`config.mk`:
```
export PLATFORM = sky130hd
export DESIGN_NAME = instr_issuer_flat
export DESIGN_NICKNAME = d
export VERILOG_FILES = /design/src/rtl/instr_issuer_if.sv /design/src/rtl/instr_issuer.sv /design/src/flat_wrapper.sv
export SDC_FILE = /design/constraint.sdc
export NUM_CORES = 1
export LEC_CHECK = 0
export BUFFER_PORTS_ARGS = -buffer_cell sky130_fd_sc_hd__buf_2
export CAP_MARGIN = 40
export CORE_ASPECT_RATIO = 0.5
export CORE_MARGIN = 3
export CORE_UTILIZATION = 52
export CTS_CLUSTER_SIZE = 40
export DETAILED_ROUTE_END_ITERATION = 10
export PLACE_DENSITY_LB_ADDON = 0.08
export SLEW_MARGIN = 20
export SYNTH_ARGS = -nofsm -noshare
export SYNTH_HDL_FRONTEND = slang
export SYNTH_SLANG_ARGS = --single-unit
export TNS_END_PERCENT = 100
```
`constraint.sdc`:
```
create_clock -name clk -period 3.4 [get_ports clk]
set_input_delay 0.51 -clock clk [delete_from_list [all_inputs] [get_ports clk]]
set_output_delay 0.51 -clock clk [all_outputs]
set_load 0.01 [all_outputs]
```
`src/rtl/instr_issuer_if.sv`:
```
// Instruction-memory read port and controller issue port of instr_issuer.
// master = issuer side, slave = memory/controller side.
interface instr_issuer_if;
    logic        imem_en;
    logic [9:0]  imem_addr;
    logic [31:0] imem_rdata;
    logic [31:0] instruction;
    logic        start;

    modport master (
        output imem_en,
        output imem_addr,
        output instruction,
        output start,
        input  imem_rdata
    );

    modport slave (
        input  imem_en,
        input  imem_addr,
        input  instruction,
        input  start,
        output imem_rdata
    );
endinterface

```
`src/rtl/instr_issuer.sv`:
```
// Fetches instructions from a 1-cycle-latency memory and issues them to a bit-serial
// controller with a per-opcode cycle budget. Optional macro ISSUER_TRACE_EN adds a retirement counter.
module instr_issuer #(
    parameter int LENGTH     = 32,
    parameter int MUL_CYCLES = 2400
) (
    input  logic        clk,
    input  logic        reset,
    input  logic        run,
    instr_issuer_if.master bus,
    output logic        busy,
    output logic        halted,
    output logic        err_illegal,
    output logic [9:0]  pc
`ifdef ISSUER_TRACE_EN
    ,
    output logic [15:0] retired
`endif
);

    localparam int LONG_BUDGET = 2 * LENGTH + 2;
    localparam int MAX_BUDGET  = (MUL_CYCLES > LONG_BUDGET) ? MUL_CYCLES : LONG_BUDGET;
    localparam int CNT_W       = ($clog2(MAX_BUDGET + 1) > 16) ? $clog2(MAX_BUDGET + 1) : 16;

    typedef enum logic [2:0] {
        IDLE,
        FETCH,
        WAIT_MEM,
        ISSUE,
        EXEC,
        HALT
    } state_t;

    state_t            state, state_n;
    logic [9:0]        pc_q, pc_n;
    logic [31:0]       instr_q, instr_n;
    logic [CNT_W-1:0]  cnt_q, cnt_n;
    logic              err_q, err_n;
    logic              retire;
    logic [5:0]        rd_op;

    function automatic logic is_legal(input logic [5:0] op);
        return op inside {6'd0, 6'd1, 6'd2, 6'd5, 6'd6, 6'd7, 6'd8, 6'd9, 6'd10, 6'd11};
    endfunction

    function automatic logic [CNT_W-1:0] budget_of(input logic [5:0] op);
        logic [CNT_W-1:0] b;
        unique case (op)
            6'd0, 6'd1, 6'd9, 6'd10: b = CNT_W'(2 * LENGTH + 2);
            6'd5, 6'd6, 6'd7, 6'd11: b = CNT_W'(LENGTH + 2);
            6'd8:                    b = CNT_W'(LENGTH + 3);
            6'd2:                    b = CNT_W'(MUL_CYCLES);
            default:                 b = CNT_W'(1);
        endcase
        return b;
    endfunction

    assign rd_op = bus.imem_rdata[31:26];

    always_ff @(posedge clk) begin
        if (reset) begin
            state   <= IDLE;
            pc_q    <= '0;
            instr_q <= '0;
            cnt_q   <= '0;
            err_q   <= 1'b0;
        end else begin
            state   <= state_n;
            pc_q    <= pc_n;
            instr_q <= instr_n;
            cnt_q   <= cnt_n;
            err_q   <= err_n;
        end
    end

    always_comb begin
        state_n = state;
        pc_n    = pc_q;
        instr_n = instr_q;
        cnt_n   = cnt_q;
        err_n   = err_q;
        retire  = 1'b0;
        unique case (state)
            IDLE, HALT: begin
                if (run) begin
                    pc_n    = '0;
                    err_n   = 1'b0;
                    state_n = FETCH;
                end
            end
            FETCH: state_n = WAIT_MEM;
            WAIT_MEM: begin
                if (rd_op == 6'd63) begin
                    state_n = HALT;
                end else if (is_legal(rd_op)) begin
                    instr_n = bus.imem_rdata;
                    state_n = ISSUE;
                end else begin
                    // Illegal words are skipped: instruction keeps the last issued word.
                    err_n   = 1'b1;
                    pc_n    = pc_q + 10'd1;
                    state_n = FETCH;
                end
            end
            ISSUE: begin
                cnt_n   = budget_of(instr_q[31:26]);
                state_n = EXEC;
            end
            EXEC: begin
                cnt_n = (cnt_q == '0) ? '0 : cnt_q - CNT_W'(1);
                // A zero budget retires like a budget of one so the FSM cannot stall.
                if (cnt_q <= CNT_W'(1)) begin
                    pc_n    = pc_q + 10'd1;
                    retire  = 1'b1;
                    state_n = FETCH;
                end
            end
            default: state_n = IDLE;
        endcase
    end

    assign bus.imem_en     = (state == FETCH);
    assign bus.imem_addr   = (state == FETCH) ? pc_q : '0;
    assign bus.start       = (state == ISSUE);
    assign bus.instruction = instr_q;
    assign busy            = (state == FETCH) || (state == WAIT_MEM) ||
                             (state == ISSUE) || (state == EXEC);
    assign halted          = (state == HALT);
    assign err_illegal     = err_q;
    assign pc              = pc_q;

`ifdef ISSUER_TRACE_EN
    always_ff @(posedge clk) begin
        if (reset) begin
            retired <= '0;
        end else if (retire && (retired != 16'hFFFF)) begin
            retired <= retired + 16'd1;
        end
    end
`endif

    a_start_single: assert property (@(posedge clk) disable iff (reset) bus.start |=> !bus.start);
    a_start_exec:   assert property (@(posedge clk) disable iff (reset) bus.start |=> (state == EXEC));

endmodule

```
`src/flat_wrapper.sv`:
```
// flat-port wrapper written by rule: the top's interface ports become plain ports
module instr_issuer_flat 
#(
    parameter int LENGTH     = 32,
    parameter int MUL_CYCLES = 2400
)
  (clk, reset, run, busy, halted, err_illegal, pc, bus_imem_en, bus_imem_addr, bus_instruction, bus_start, bus_imem_rdata);
  instr_issuer_if bus_i ();
  input  logic clk;
  input  logic reset;
  input  logic run;
  output logic busy;
  output logic halted;
  output logic err_illegal;
  output logic [9:0] pc;
  output wire logic [$bits(bus_i.imem_en)-1:0] bus_imem_en;
  output wire logic [$bits(bus_i.imem_addr)-1:0] bus_imem_addr;
  output wire logic [$bits(bus_i.instruction)-1:0] bus_instruction;
  output wire logic [$bits(bus_i.start)-1:0] bus_start;
  input wire logic [$bits(bus_i.imem_rdata)-1:0] bus_imem_rdata;
  assign bus_imem_en = bus_i.imem_en;
  assign bus_imem_addr = bus_i.imem_addr;
  assign bus_instruction = bus_i.instruction;
  assign bus_start = bus_i.start;
  assign bus_i.imem_rdata = bus_imem_rdata;
  instr_issuer #(.LENGTH(LENGTH), .MUL_CYCLES(MUL_CYCLES)) u_core (.clk(clk), .reset(reset), .run(run), .bus(bus_i), .busy(busy), .halted(halted), .err_illegal(err_illegal), .pc(pc));
endmodule
```
======== Yosys cells after proc, flatten, opt, wreduce, memory -nomap -nowiden ========
Memory sizes are Yosys's and may differ from the RTL's. A register that Yosys moved wholly into a read port is not among the register bits.
Index checks and enable logic that the tools add are counted.
word-level totals
  word-level logic and storage cells ...... 65
  output and inout bits ................... 57
  input bits .............................. 35
  memories ................................ 1
  register bits after elaboration ......... 62
  memory bits (read-only) ................. 96
memories
  memory           depth  bits a word  rd ports  clocked after memory_dff  wr ports  RTL line            RTL
  (no name shown)  16     6            1         1                         0         instr_issuer.sv:48  unique case (op)
operators by class
  bitwise gates (word level) .............. 1
  $add $sub $neg .......................... 2
  eq/ne operators ......................... 19
  muxes and demuxes ....................... 20
  $lt $le $gt $ge ......................... 1
  reduce and logical (&&, ||, !) cells .... 16
operator list
  kind                     count
  $mux W10                 5
  $mux W16                 2
  $pmux W16 S2             1
  $pmux W10 S3             1
  $eq A6 B4 Y1 const B     4
  $eq A6 B3 Y1 const B     3
  $le A16 B1 Y1 const B    1
  $logic_not A16 Y1        1
  $sub A16 B1 Y16 const B  1
  $pmux W3 S5              1
  $add A10 B1 Y10 const B  1
  $reduce_bool A10 Y1      1
  $mux W3                  3
  $mux W4                  2
  $eq A3 B2 Y1 const B     2
  $eq A3 B3 Y1 const B     2
  $eq A6 B1 Y1 const B     1
  $eq A6 B2 Y1 const B     1
  $eq A6 B6 Y1 const B     1
  $logic_not A6 Y1         1
  $ne A2 B2 Y1 const B     3
  $reduce_and A5 Y1        1
  $reduce_and A4 Y1        1
  $reduce_bool A2 Y1       2
  13 further kinds         17

======== Logic depth before layout (Yosys ltp) ========
Gate-level depths: netlist of the first run.
  depth after elaboration ................. 5
  mapped depth ............................ 10
  mapped depth without buffers ............ 8

======== Least setup slack after synthesis of the first run ========
No wires, ideal clock.
  kind .................................... register to register
  from .................................... register u_core.state[0]
  to ...................................... register (tool-made name)
  setup slack ............................. 0.873 ns
  data arrival time ....................... 2.456 ns
  setup time .............................. 0.071 ns
  cell stages (with the launch flop) ...... 11
  data required time ...................... 3.329 ns
  path buffers ............................ 2
  clock period less this slack ............ 2.527 ns
  path through ............................ dfxtp_1 -> clkbuf_1 -> nor3b_1 -> o2111a_1 -> clkbuf_1 -> nand2_1 -> a21oi_1 -> inv_1 -> ha_1 -> nor3b_1 -> o21bai_1
RTL lines
  item                    RTL line            RTL
  start, declared         instr_issuer.sv:34  state_t state, state_n;
  start signal, assigned  instr_issuer.sv:68  state <= state_n;

==> metrics.md, run 1 <==
| Metric | Value |
|---|---|
| Hold/Removal Path Class | in2reg |
| Vias in the first global route | 3216 |
| Fin util | 0.7158 |
| First-pass GRT wire length | 14570 um |
| Setup total negative slack | 0 ns |
| Critical Path RT | 3.66 ns |
| Post-synthesis compound-gate area fraction | 0.2421 |
| Cell variety after synth | 62 |
| Hold Slack | 0.4181 ns |
| Postcts setup bufs | 0 |
| Crit path launch | u_core.state[2] |
| Initial Util | 0.5681 |
| Layout area overhead | 26.00% |
| IO Count | 92 |
| Pre-Repair DR Iteration Count | 5 |
| Final min period | 2.873 ns |
| Largest family of logic cells by synthesized area | simple AND/OR/NAND/NOR gates |
| Root Driver | clkbuf_16 |
| Clock sinks | 67 |
| Logic gate share of total power | 0.070 |
| F_max | 348.1 MHz |
| Synth Area in Simple Gates | 0.2539 |
| FF-to-FF Start | u_core.state[2] |
| Final period util | 0.8450 |
| Int Power | 0.001524 W |
| Post-CTS Hold Fix Bufs | 0 |
| Synth warnings | 0 |
| Clk buf depth | 2 |
| Pre-CTS setup slack | 0.5599 ns |
| Synthesized area per cell | 8.225 um^2 |
| XOR/XNOR share of the synthesized area | 0.008006 |
| Slew HR | 0.5585 |
| Final slew viol count | 0 |
| Vias per cell | 5.784 |
| Worst EP arrival | 3.13 ns |
| CTS tree | yes |
| Setup ws final | 0.5270 ns |
| Initial drt markers | 243 |
| Worst setup EP type | flip-flop |
| Row Count | 19 |
| DRC errors left | 0 |
| Routed WL | 8473 um |
| Post-synth net total | 443 |
| HPWL Detailed | 5986 um |
| Grt ovf | 0 |
| Worst skew pair latency | 0.33 ns |
| Synthesized instance count | 399 |
| Die Area | 7358 um^2 |
| Antenna cells | 0 |
| DR vias | 3320 |
| Antenna violations before repair | 0 |
| Die X | 118.4 um |
| Sequential cell area fraction in the yosys report | 0.4087 |
| Largest net degree at the start of global routing | 31 |
| Status | finished, final reports clean |
| Worst Setup Path Type | reg2reg |
| Final net count | 529 |
| Switching Share | 0.2171 |
| Clock skew | 0.004961 ns |
| PostCTS Resize Cnt | 0 |
| Final hold vios | 0 |
| Post-DRT Antenna Nets | 0 |
| Crit-path max FO | 16 |
| Power per cell area | 470.7 nW/um^2 |
| Htree depth | 3 |
| Synth Register Bits | 67 |
| Top_reg_cell synth | dfxtp_1 |
| IO buf count | 91 |
| Total Routing Usage GR | 0.2358 |
| Worst-Margin Slew | 0.6598 ns |
| Clock network power share | 0.517 |
| Min-Delay Startpoint | bus_imem_rdata[18] |
| Peak VDD IR | 0.2987 mV |
| Num CTS Buffers | 9 |
| Layout cells sized above 1 | 0.2571 |
| Area share of fa/ha/maj cells after synthesis | 0.03736 |
| Seq pwr share | 0.413 |
| # Max-Cap Violations | 0 |
| FFs w/ async S/R, synth | 0 |
| Endpoints failing setup | 0 |
| GPL Wtd Cong | 0.8689 |
| Post-synth EDFFs | 0 |
| Mapped Area | 3282 um^2 |
| Post-synthesis mux area share | 0.009531 |
| Die height | 62.18 um |
| Static leakage | 1.756 nW |
| Sw power | 0.0004226 W |
| RSZ-0062 raised after global routing | false |
| WL/cell | 14.76 um |
| Core region area | 5777 um^2 |
| CTS clk-pin slew, worst paths | 0.05 ns |
| Startpoint types | flip-flop |
power groups by stage:
| stage | sequential [W] | clock [W] | combinational (W) |
|---|---|---|---|
| global route | 0.000805 | 0.00106 | 0.000152 |
| CTS | 0.000804 | 0.00102 | 0.000135 |
| floorplan | 0.000817 | 0 | 0.0000856 |
| finish | 0.000804 | 0.00101 | 0.000136 |
| detailed placement | 0.000820 | 0 | 0.000134 |
| global placement | 0.000820 | 0 | 0.000128 |
sequential cells by signal, indices dropped and copies added (netlist names), named ones only:
register	flops
u_core.pc	10
u_core.state	3
u_core.cnt_q	16
u_core.err_illegal	1
u_core.bus.instruction	32
cells in the mapped netlist (2+ instances only):
cell,n,area [um^2]
a211oi_1,3,22.52
nor3_1,2,10.01
buf_1,2,7.510
inv_1,10,37.54
or4_1,7,52.55
a21oi_1,48,240.2
a41oi_1,4,35.03
and4_1,2,17.52
ha_1,9,112.6
nand4_1,4,25.02
o31ai_1,9,67.56
nor4b_1,3,26.28
o211a_1,2,20.02
and2_1,11,68.82
or3_1,2,12.51
o2111a_1,2,22.52
a311oi_1,7,61.31
a22oi_1,2,15.01
and3_1,4,25.02
o32ai_1,2,17.52
nor2_1,21,78.83
or2_2,2,12.51
nor3b_1,5,37.54
o211ai_1,3,22.52
a31oi_1,7,43.79
mux2i_1,2,20.02
nor2b_1,2,12.51
dfxtp_1,67,1341
o21ai_0,12,60.06
nand2_1,80,300.3
a31o_2,3,26.28
nand3_1,4,20.02
nand2b_1,6,37.54
clkbuf_1,18,67.56
o21a_1,2,15.01
nor4_1,3,18.77
xnor2_1,2,17.52
worst paths after layout:
check,endpoint,slack [ns],depth (start not counted)
worst max-delay path,flip-flop,0.53,9
worst min-delay path,u_core.bus.instruction[18],0.42,3
worst max register to register,flip-flop,0.53,9
worst min register to register,u_core.bus.instruction[10],0.45,2
critical path, stage by stage (launching register included):
cell	delay (ns)
dfxtp_1	0.46
nor3b_1	0.56
o2111a_1	0.30
buf_4	0.23
nand2_1	0.10
a21oi_1	0.36
inv_1	0.13
ha_1	0.33
nor3b_1	0.20
o21bai_1	0.13
routing by layer:
metal	vias to the layer above	part of all wire	track usage
li1	1620	-	-
met4	0	0.011	0.08321
met2	140	0.46	0.3937
met1	1548	0.44	0.2851
met5	-	0	0
met3	12	0.085	0.07978
metrics by stage:
stage / cell area, um^2 / cells / total power, W
2_1_floorplan: 3282 / 399 / 0.0009029
3_3_place_gp: 3795 / 557 / 0.0009480
3_5_place_dp: 3795 / 557 / 0.0009540
4_1_cts: 4124 / 573 / 0.001958
5_1_grt: 4135 / 574 / 0.002017
6_report: 4135 / 574 / 0.001947
final cells by class:
type	count	area (um^2)
timing repair buffer	97	504.2
multi-input combinational	299	1814
inverter	11	41.29
fill	473	1642
clock inverter	4	72.57
clock buffer	12	256.5
tap	84	105.1
sequential	67	1341
kinds of logic after synthesis:
family	after synthesis
AOI/OAI and AO/OA	118
adders and majority gates	10
muxes	3
DFF	67
and+or+nand+nor	165
xor gates and xnor gates	3
buffers and inverters	33
placed cells by master (no fill, tap or decap), types with 5 or more instances in the layout:
master / synthesis / final
a21oi_1: 48 / 48
nand2b_1: 6 / 6
inv_1: 10 / 10
and2_1: 11 / 11
buf_2: 1 / 91
nor2_1: 21 / 21
buf_4: 0 / 5
dfxtp_1: 67 / 67
nand2_1: 80 / 80
nor3b_1: 5 / 5
a31oi_1: 7 / 7
a311oi_1: 7 / 7
o21ai_0: 12 / 12
o31ai_1: 9 / 9
clkbuf_16: 0 / 9
ha_1: 9 / 9
or4_1: 7 / 7
No activity file was read; power rests on OpenSTA's default activity.
==> run 2, diff against run 1 <==
CORE_UTILIZATION = 47   (was 52)
clock period = 2.3 ns   (was 3.4 ns; I/O delays follow)
==> run 2 against run 1 <==
Register-to-register slack got worse by 0.39 ns. Maximum frequency increased by 33%. Global-route usage decreased by 1.5 points. Final area increased by 3.2%. Clock skew decreased by 0.0015 ns. Critical path type unchanged. Largest cell class unchanged. Largest power group unchanged. Highest routed layer unchanged.
==> metrics.md, run 2 (synthesis results as in run 1) <==
| Metric | Value |
|---|---|
| Status | finished, final reports clean |
| DR vias | 3292 |
| Final hold vios | 0 |
| Routed WL | 8601 um |
| Vias in the first global route | 3063 |
| Highest metal used | met4 |
| Power per cell area | 700.3 nW/um^2 |
| Commonest non-fill, non-tap cell in the layout | buf_2 |
| Final min period | 2.166 ns |
| Worst-Margin Slew | 0.7883 ns |
| Clock sinks | 67 |
| Metal-1 WL | 3952 um |
| Final net count | 543 |
| Fin cells | 592 |
| Final Cell Area | 4267 um^2 |
| Placed Instance Area | 3921 um^2 |
| Most frequent cells in the layout | buf_2, nand2_1, dfxtp_1 |
| Die X | 124.2 um |
| Largest net degree at the start of global routing | 30 |
| Peak VDD IR | 0.5068 mV |
| Clk buf depth | 2 |
| Worst skew pair latency | 0.34 ns |
| Layout area overhead | 30.00% |
| WL met3 | 731 um |
| Root Driver | clkbuf_16 |
| IO Count | 92 |
| Initial Util | 0.5123 |
| Hold/Removal Path Class | in2reg |
| FF-to-FF Start | u_core.cnt_q[7] |
| Die Area | 8083 um^2 |
| Startpoint types | flip-flop |
| IO buf count | 91 |
| Grt ovf | 0 |
| Antenna cells | 0 |
| First-pass GRT wire length | 14120 um |
| Fillers | 559 |
| WL/cell | 14.53 um |
| Post-DRT Antenna Nets | 0 |
| HPWL Detailed | 6251 um |
| RSZ-0062 raised after global routing | false |
| # Max-Cap Violations | 0 |
| Min-Delay Startpoint | bus_imem_rdata[13] |
| Layout cells sized above 1 | 0.2837 |
| Die height | 65.09 um |
| DRC errors left | 0 |
| Worst setup EP type | flip-flop |
| Post-CTS Hold Fix Bufs | 0 |
| Placed instance count | 576 |
| Crit-path max FO | 7 |
| Row Count | 20 |
| Core region area | 6406 um^2 |
| Num CTS Buffers | 9 |
| Max reg flops | 32 |
| Crit path launch | u_core.cnt_q[7] |
| Htree depth | 3 |
| Final slew viol count | 0 |
| Initial drt markers | 230 |
| Worst EP arrival | 2.39 ns |
| Antenna violations before repair | 0 |
| Static leakage | 1.840 nW |
| GPL Wtd Cong | 0.8427 |
| Clock skew | 0.003424 ns |
| Vias per cell | 5.561 |
| Endpoints failing setup | 0 |
| Final period util | 0.9419 |
| F_max | 461.6 MHz |
| Critical Path RT | 2.52 ns |
| Slew HR | 0.4689 |
| CTS clk-pin slew, worst paths | 0.05 ns |
| Pre-Repair DR Iteration Count | 4 |
| Total Routing Usage GR | 0.2210 |
| Worst Setup Path Type | reg2reg |
| DR WL met2 | 3813 um |
| CTS tree | yes |
[run 2: per-layer routing]
| layer | GRT usage | vias to the layer above |
|---|---|---|
| li1 | - | 1652 |
| met1 | 0.2753 | 1504 |
| met2 | 0.3609 | 123 |
| met3 | 0.08169 | 13 |
| met4 | 0.06276 | 0 |
| met5 | 0 | - |
[run 2: metrics by stage]
step | setup TNS, ns | setup slack, ns | power (W) | hold WS [ns] | util
detailed placement | -0.01835 | -0.01370 | 0.001426 | 0.4435 | 0.6121
finish | 0 | 0.1336 | 0.002988 | 0.2419 | 0.6660
CTS | 0 | 0.09739 | 0.003010 | 0.2345 | 0.6656
global route | 0 | 0.02027 | 0.003094 | 0.2425 | 0.6660
global placement | 0 | 0.05322 | 0.001419 | 0.4395 | 0.6121
floorplan | 0 | 0.07626 | 0.001336 | 0.4427 | -
[run 2: worst paths after layout]
path	end	slack (ns)	cells past startpoint
worst max register to register	u_core.cnt_q[10]	0.13	6
worst max-delay path	u_core.cnt_q[10]	0.13	6
worst min register to register	u_core.bus.instruction[2]	0.45	2
worst min-delay path	u_core.bus.instruction[13]	0.24	3
[run 2: worst max-delay path, stage by stage, from the launching register on]
cell and delay (ns):
dfxtp_1 0.36, or4_4 0.59, nor3_4 0.25, buf_4 0.20
a31o_2 0.23, o21ai_0 0.11, a32o_1 0.31
[run 2: layout make-up]
| type | instances | area [um^2] | area share |
|---|---|---|---|
| multi-input combinational | 299 | 1826 | 0.4279 |
| inverter | 11 | 41.29 | 0.009677 |
| sequential | 67 | 1341 | 0.3144 |
| timing repair buffer | 111 | 605.6 | 0.1419 |
| clock buffer | 11 | 242.7 | 0.05689 |
| tap | 88 | 110.1 | 0.02581 |
| clock inverter | 5 | 100.1 | 0.02346 |
[run 2: repair_timing]
action | CTS | global route
resized for setup | 0 | 1
setup endpoints to repair | 0 | 10
setup buffers | 0 | 0
[run 2: where the power goes]
| group | internal [W] | total, W | switching [W] | leakage [nW] |
|---|---|---|---|---|
| registers | 0.00117 | 0.00118 | 0.00000989 | 0.540 |
| clock network | 0.00108 | 0.00158 | 0.000499 | 0.169 |
| logic | 0.0000862 | 0.000222 | 0.000136 | 1.13 |
| total | 0.00234 | 0.00299 | 0.000644 | 1.84 |
==> run 3, diff against run 2 <==
--- a/config.mk
+++ b/config.mk
@@ -13,4 +13,5 @@
 export CTS_CLUSTER_SIZE = 40
 export DETAILED_ROUTE_END_ITERATION = 10
+export MAX_ROUTING_LAYER = met4
 export PLACE_DENSITY_LB_ADDON = 0.08
 export SLEW_MARGIN = 20
==> constraint.sdc (replaced) <==
create_clock -name clk -period 2.3 [get_ports clk]
set_input_delay 0.46 -clock clk [delete_from_list [all_inputs] [get_ports clk]]
set_output_delay 0.46 -clock clk [all_outputs]
set_load 0.01 [all_outputs]
==> run 3 against run 2 <==
Register-to-register slack improved by 0.02 ns. Combinational power rose by 3%. Final cell count rose by 1.2%. Count of clock-buffer cells in the layout rose by 3. Clock power fell by 21%. Critical path depth fell by 1. First-iteration DRC count rose by 30%. Via count rose by 1.4%. Core utilization rose by 0.059 points. Critical path type unchanged. Largest cell class unchanged.
==> metrics.md, run 3 (synthesis results as in run 1) <==
| Metric | Value |
|---|---|
| Status | finished, final reports clean |
| GPL Wtd Cong | 0.8902 |
| Logic gate share of total power | 0.086 |
| Final net count | 550 |
| Die X | 124.2 um |
| Root Driver | clkbuf_16 |
| Setup total negative slack | 0 ns |
| Most frequent cells in the layout | buf_2, nand2_1, dfxtp_1 |
| Seq pwr share | 0.446 |
| HPWL Detailed | 6120 um |
| Vias per cell | 5.574 |
| Met1 GRT Util | 0.2776 |
| Worst skew pair latency | 0.33 ns |
| Initial drt markers | 298 |
| IO Count | 92 |
| FF-to-FF path depth | 5 |
| Worst EP arrival | 2.40 ns |
| Slew HR | 0.6482 |
| WL/cell | 14.11 um |
| Static leakage | 1.846 nW |
| Htree depth | 3 |
| Postcts setup bufs | 0 |
| Clock skew | 0.003214 ns |
| Vias in the first global route | 3087 |
| Int Power | 0.002054 W |
| Startpoint types | flip-flop |
| Power per cell area | 623.2 nW/um^2 |
| Critical Path RT | 2.55 ns |
| Initial Util | 0.5123 |
| Grt peak-use layer | met2 |
| Post-DRT Antenna Nets | 0 |
| Clock sinks | 67 |
| Worst-Margin Slew | 0.5278 ns |
| Routed WL | 8452 um |
| Commonest non-fill, non-tap cell in the layout | buf_2 |
| Crit-path max FO | 16 |
| Final min period | 2.148 ns |
| Layout area overhead | 30.12% |
| Worst Setup Path Type | reg2reg |
| Final Cell Area | 4270 um^2 |
| DRC errors left | 0 |
| Peak VDD IR | 0.4975 mV |
| Sw power | 0.0006070 W |
| Fillers | 539 |
| Max reg flops | 32 |
| Tot Pwr | 0.002661 W |
| Crit. path cell count | 5 |
| Total Routing Usage GR | 0.2230 |
| F_max | 465.5 MHz |
| Grt ovf | 0 |
| Placed Instance Area | 3986 um^2 |
| Pre-Repair DR Iteration Count | 4 |
| Cells along the critical path | or4_4 > nor3_4 > a31oi_4 > or4_1 > a21oi_1 |
| Final period util | 0.9340 |
| Clock network power share | 0.468 |
| RSZ-0062 raised after global routing | false |
| GR met3 Demand/Resource | 0.06793 |
| Largest net degree at the start of global routing | 56 |
| Final hold vios | 0 |
| Die height | 65.09 um |
| IO buf count | 91 |
| Critical-path cell with the highest stage delay | or4_4 |
| First-pass GRT wire length | 14010 um |
| Worst setup EP type | flip-flop |
| # Max-Cap Violations | 0 |
| CTS clk-pin slew, worst paths | 0.05 ns |
| Endpoints failing setup | 0 |
| GR met2 Demand/Resource | 0.3595 |
| Core region area | 6406 um^2 |
| Num CTS Buffers | 9 |
| Clk buf depth | 2 |
| Top Family by Delay on Critical Path | simple AND/OR/NAND/NOR gates |
| Antenna violations before repair | 0 |
| WHS Path Cells | 3 |
| CTS tree | yes |
| DR vias | 3339 |
| Antenna cells | 0 |
| Hold/Removal Path Class | in2reg |
| Switching Share | 0.2281 |
| Crit path buffers/inverters | 0 |
| Row Count | 20 |
| Layout cells sized above 1 | 0.2916 |
| Die Area | 8083 um^2 |
| Final slew viol count | 0 |
| CP peak stage delay | 0.56 ns |
[run 3: timing repair]
action / 4_1_cts / 5_1_grt
gates resized for setup: 1 / 2
pin swaps: 0 / 1
hold buffers: 0 / 0
endpoints found under the setup margin: 10 / 3
[run 3: routing by layer]
metal	wire length (um)	up-vias	part of all wire
met4	50	0	0.0059
met2	3805	115	0.45
met5	0	-	0
li1	-	1663	-
met1	3932	1555	0.47
met3	663	6	0.078
[run 3: final timing paths]
check                                 start                    endpoint  slack [ns]
setup / recovery            u_core.cnt_q[8]                u_core.pc[7]        0.15
hold / removal           bus_imem_rdata[10]  u_core.bus.instruction[10]        0.37
setup reg to reg            u_core.cnt_q[8]                u_core.pc[7]        0.15
hold reg to reg   u_core.bus.instruction[5]   u_core.bus.instruction[5]        0.45
[run 3: cell type report]
class | count | area [um^2] | share of cell area
Tap cell | 88 | 110.1 | 0.02578
Timing Repair Buffer | 118 | 670.6 | 0.1570
Multi-Input combinational cell | 299 | 1832 | 0.4289
Inverter | 11 | 41.29 | 0.009669
Clock inverter | 2 | 10.01 | 0.002344
Clock buffer | 14 | 264.0 | 0.06182
Sequential cell | 67 | 1343 | 0.3144
[run 3: power groups by stage]
stage	registers [W]	clock network, W	logic [W]
after floorplan	0.00121	0	0.000127
after global placement	0.00121	0	0.000220
after detailed placement	0.00121	0	0.000227
after CTS	0.00118	0.00127	0.000229
after global routing	0.00119	0.00133	0.000255
final	0.00119	0.00125	0.000229
[run 3: worst reg2reg max path, stage by stage (launching register included)]
cell and delay (ns):
dfxtp_1 0.35, or4_4 0.56, nor3_4 0.28, a31oi_4 0.23, or4_1 0.51, a21oi_1 0.16
[run 3: stage by stage]
stage            util  setup slack (ns)  std cells  hold WS (ns)
5_1_grt        0.6666          0.009246        599        0.3798
4_1_cts        0.6654            0.1359        599        0.3631
2_1_floorplan       -           0.07626        399        0.4427
6_report       0.6666            0.1517        599        0.3730
3_3_place_gp   0.6223          -0.01705        583        0.4384
3_5_place_dp   0.6223          -0.09550        583        0.4443
